<file path="src/rtl/data_synchronizer_pkg.sv">
// Shared defaults for the multi-cycle-path bus synchronizer.
// Keeping them here lets the top and any wrapper agree on sizing.
package data_synchronizer_pkg;

  localparam int DEFAULT_STAGE_COUNT = 2;
  localparam int DEFAULT_BUS_WIDTH   = 4;

endpackage

</file>
<file path="src/rtl/data_synchronizer_bit_synchronizer.sv">
// Multi-flop level synchronizer for a single asynchronous control bit.
// chain[0] is the only flop sampling the asynchronous input.
module bit_synchronizer #(
  parameter int STAGE_COUNT = 2
) (
  input  logic clk,
  input  logic reset,
  input  logic async_in,
  output logic sync_out
);

  logic [STAGE_COUNT-1:0] chain;

  always_ff @(posedge clk) begin
    if (!reset) begin
      chain <= '0;
    end else begin
      chain <= {chain[STAGE_COUNT-2:0], async_in};
    end
  end

  assign sync_out = chain[STAGE_COUNT-1];

endmodule

</file>
<file path="src/rtl/data_synchronizer.sv">
// MCP bus synchronizer: only the valid qualifier is synchronized; its rising
// edge triggers a one-shot capture of the (quasi-static) source bus.
module data_synchronizer
  import data_synchronizer_pkg::*;
#(
  parameter int STAGE_COUNT = DEFAULT_STAGE_COUNT,
  parameter int BUS_WIDTH   = DEFAULT_BUS_WIDTH
) (
  input  logic                 clk,
  input  logic                 reset,
  input  logic                 asynchronous_data_valid,
  input  logic [BUS_WIDTH-1:0] asynchronous_data,
  output logic                 Q_pulse_generator,
  output logic [BUS_WIDTH-1:0] synchronous_data,
  output logic                 synchronous_data_valid
);

  logic sync_out;
  logic enable_pulse;

  bit_synchronizer #(
    .STAGE_COUNT(STAGE_COUNT)
  ) u_valid_sync (
    .clk     (clk),
    .reset   (reset),
    .async_in(asynchronous_data_valid),
    .sync_out(sync_out)
  );

  assign enable_pulse = sync_out & ~Q_pulse_generator;

  // The bus is only ever sampled under enable_pulse, when the source
  // guarantees it has been stable for the whole synchronizer latency.
  always_ff @(posedge clk) begin
    if (!reset) begin
      Q_pulse_generator      <= 1'b0;
      synchronous_data       <= '0;
      synchronous_data_valid <= 1'b0;
    end else begin
      Q_pulse_generator      <= sync_out;
      synchronous_data_valid <= enable_pulse;
      if (enable_pulse) begin
        synchronous_data <= asynchronous_data;
      end
    end
  end

endmodule

</file>
<file path="config.mk">
export PLATFORM = sky130hd
export DESIGN_NAME = data_synchronizer
export DESIGN_NICKNAME = d
export VERILOG_FILES = /design/src/rtl/data_synchronizer_pkg.sv /design/src/rtl/data_synchronizer_bit_synchronizer.sv /design/src/rtl/data_synchronizer.sv
export SDC_FILE = /design/constraint.sdc
export NUM_CORES = 1
export LEC_CHECK = 0
export ABC_CLOCK_PERIOD_IN_PS = 1000
export CAP_MARGIN = 40
export CORE_AREA = 2 2 39 41
export DETAILED_ROUTE_END_ITERATION = 8
export DIE_AREA = 0 0 41 43
export PLACE_DENSITY = 0.49
export REMOVE_ABC_BUFFERS = 1
export SLEW_MARGIN = 20
export SYNTH_ARGS = -nofsm -noshare
export SYNTH_HDL_FRONTEND = slang
export SYNTH_SLANG_ARGS = --single-unit
export TNS_END_PERCENT = 50
</file>
<file path="constraint.sdc">
create_clock -name clk -period 1 [get_ports clk]
set_input_delay 0.2 -clock clk [delete_from_list [all_inputs] [get_ports clk]]
set_output_delay 0.2 -clock clk [all_outputs]
set_load 0.01 [all_outputs]
</file>
==> impl_metrics.yaml <==
floorplanning:
  die_y_um: 43
  start_util_pct: 20.7
  rows: 14
  die_w_um: 41
  ios: 13
  core_area_mm2: 0.00138
  die-area_mm2: 0.00176
setup_path:
  path_buf_inv: 1
  slowest_delay_ns: 0.33
  cp_slowest_cell: "dfxtp_1"
  path_max_fanout: 2
  cp_cell_sequence: "buf_2"
  critPathKind: "flop to output port"
  path_delay_family: "flip-flops"
  cp.required_ns: 0.80
  r2r_end: "synchronous_data[1]$_SDFFE_PN0P_"
  r2r_setup_slack_ns: 0.11
  worst_setup_path_end_kind: "output port"
  rr_worst_depth: 3
  arrival_ns: 0.71
  cp-start-kind: "flop"
  reg2reg_from: "Q_pulse_generator$_SDFF_PN0_"
yosys:
  ys_seq_elements: 8
  avgSynthCellArea_um2: 10.6
  syn-instance-count: 27
  yosysSeqAreaShare_pct: 55.9
  syn_area_um2: 287
  yosys.cell_types.count: 8
  ys_warn_count: 0
place:
  hpwl_um: 418
  place_congestion: 0.630
  portBuffers: 12
sta:
  tns_ns: 0
  rsz0062_at_grt: "false"
  hold_violations: 0
  worstMarginPinSlew_ns: 0.161
  fmax_ghz: 1.10
  finClkSkew_ns: 0.000715
  slew_violations: 0
  holdWs_ns: 0.434
  slew_headroom_pct: 89.2
  setup_viol: 0
  fin_crit_ns: 0.910
  layout_worst_path_cycle_share_pct: 91.0
route:
  route.met2.wl_um: 309
  wl_met1_um: 188
  drtIter0Drc: 3
  avgViaCountPerCell: 3.88
  dr.max_layer_used: "met4"
  dr.pass1.iters: 2
  vias: 229
  drc_errors: 0
  ant_nets: 0
  post_drt_wl_per_cell_um: 8.86
  routed_wirelength_um: 523
  met3_length_um: 17
grt:
  antenna_found_initial: 0
  grt_pass1_vias: 219
  grt_overflow: 0
  grt_use_total_pct: 7.36
  grt_first_pass_wirelength_um: 793
  grt_start_max_net_pins: 9
finish:
  antennaDiodeCount: 0
  syn_to_final_growth_pct: 48.5
  layout.nets: 52
  post_route_cells_drive_above_1_share_pct: 30.2
  final_util_pct: 30.7
  fillers: 151
clock_tree:
  h-tree-depth: 1
  cts_tree: "done"
  post_cts_buffers: 0
  cts.clk_slew.worst_paths_ns: 0.05
  cts_sinks: 8
  clk_path_buf_depth: 2
  root_buffer: "clkbuf_4"
  worstSkewPairLatency_ns: 0.25
  cts_made_buffers: 3
power:
  p_per_area_mw_per_mm2: 1510
  ir_drop_mv: 0.588
  p_leak_nw: 0.193
status:
  outcome: "completed"
worst_hold_path:
  hold_path.startpoint: "u_valid_sync.chain[0]$_SDFF_PN0_"
  hold_path_depth: 1
  hold_path_end: "u_valid_sync.chain[1]$_SDFF_PN0_"
  hp-class: "flop to flop"
job:
  cap_viol_max_count: 0
==> power breakdown <==
part	leakage [nW]	switching (mW)	internal, mW	total, mW
registers	0.0653	0.00441	0.331	0.335
logic	0.114	0.0237	0.0422	0.0660
clock network	0.0138	0.104	0.137	0.240
total	0.193	0.132	0.510	0.641
==> sequential cells by signal, summed over array words and instances, names as in the netlist <==
signal and cells:
synchronous_data_valid 1, u_valid_sync.chain 2, synchronous_data 4, Q_pulse_generator 1
==> Yosys cell counts <==
| master | n | area (um^2) |
|---|---|---|
| buf_2 | 1 | 5.00 |
| nor2b_4 | 1 | 13.8 |
| buf_6 | 1 | 11.3 |
| and2_1 | 3 | 18.8 |
| nand2_1 | 8 | 30.0 |
| mux2i_1 | 4 | 40.0 |
| dfxtp_1 | 8 | 160 |
| and2b_1 | 1 | 7.51 |
==> cell type report <==
| cell class | instances | area (um^2) | share of cell area, % |
|---|---|---|---|
| tap | 16 | 20.0 | 4.71 |
| clock buffer | 3 | 22.5 | 5.29 |
| multi-input combinational | 17 | 110 | 25.9 |
| sequential | 8 | 160 | 37.6 |
| timing repair buffer | 15 | 113 | 26.5 |
==> metrics by stage <==
step           setup slack, ns  cells  instance area, um^2  power, mW
4_1_cts                0.00126     59                  443      0.651
6_report                0.0898     59                  425      0.641
2_1_floorplan            0.232     25                  270      0.364
5_1_grt                 0.0316     59                  425      0.685
3_3_place_gp            -0.105     56                  433      0.414
3_5_place_dp            -0.152     56                  433      0.416
==> cells by family (layout without fill, tap and decap cells) <==
kind of cell	count (synthesis)	in the layout	share of synthesized area [%]
flops	8	8	55.9
buf+inv	2	18	5.67
mux	4	4	14.0
simple gates	13	13	24.5
==> metal layers <==
layer	vias up	track usage (%)
li1	116	-
met3	2	1.57
met1	107	5.86
met5	-	0
met4	0	10.0
met2	4	11.6
==> worst max path at each step <==
| stage | endpoint | cells past startpoint | slack [ns] | startpoint |
|---|---|---|---|---|
| after detailed placement | synchronous_data[1]$_SDFFE_PN0P_ | 4 | -0.15 | reset |
| after global routing | synchronous_data[1]$_SDFFE_PN0P_ | 3 | 0.03 | Q_pulse_generator$_SDFF_PN0_ |
| after global placement | synchronous_data[2]$_SDFFE_PN0P_ | 4 | -0.10 | reset |
| after CTS | synchronous_data[0] | 1 | 0.001 | synchronous_data[0]$_SDFFE_PN0P_ |
| after floorplan | synchronous_data[0]$_SDFFE_PN0P_ | 2 | 0.23 | Q_pulse_generator$_SDFF_PN0_ |
| final | synchronous_data[2] | 1 | 0.09 | synchronous_data[2]$_SDFFE_PN0P_ |
==> cells in the final DEF, fill, tap and decap left out <==
master	Yosys	final
nand2_1	8	8
buf_4	0	3
dfxtp_1	8	8
clkbuf_4	0	3
and2_1	3	3
buf_2	1	5
mux2i_1	4	4
clkdlybuf4s50_1	0	6
nor2b_4	1	1
clkbuf_2	0	1
and2b_1	1	1
==> what timing repair did <==
action	in CTS	in global routing
gates resized for setup	20	3
endpoints found under the hold margin	0	0
hold buffers	0	0
pin swaps	0	0
endpoints found under the setup margin	6	3
cloned	0	0
Note: power is estimated with default switching activity, not from simulation.
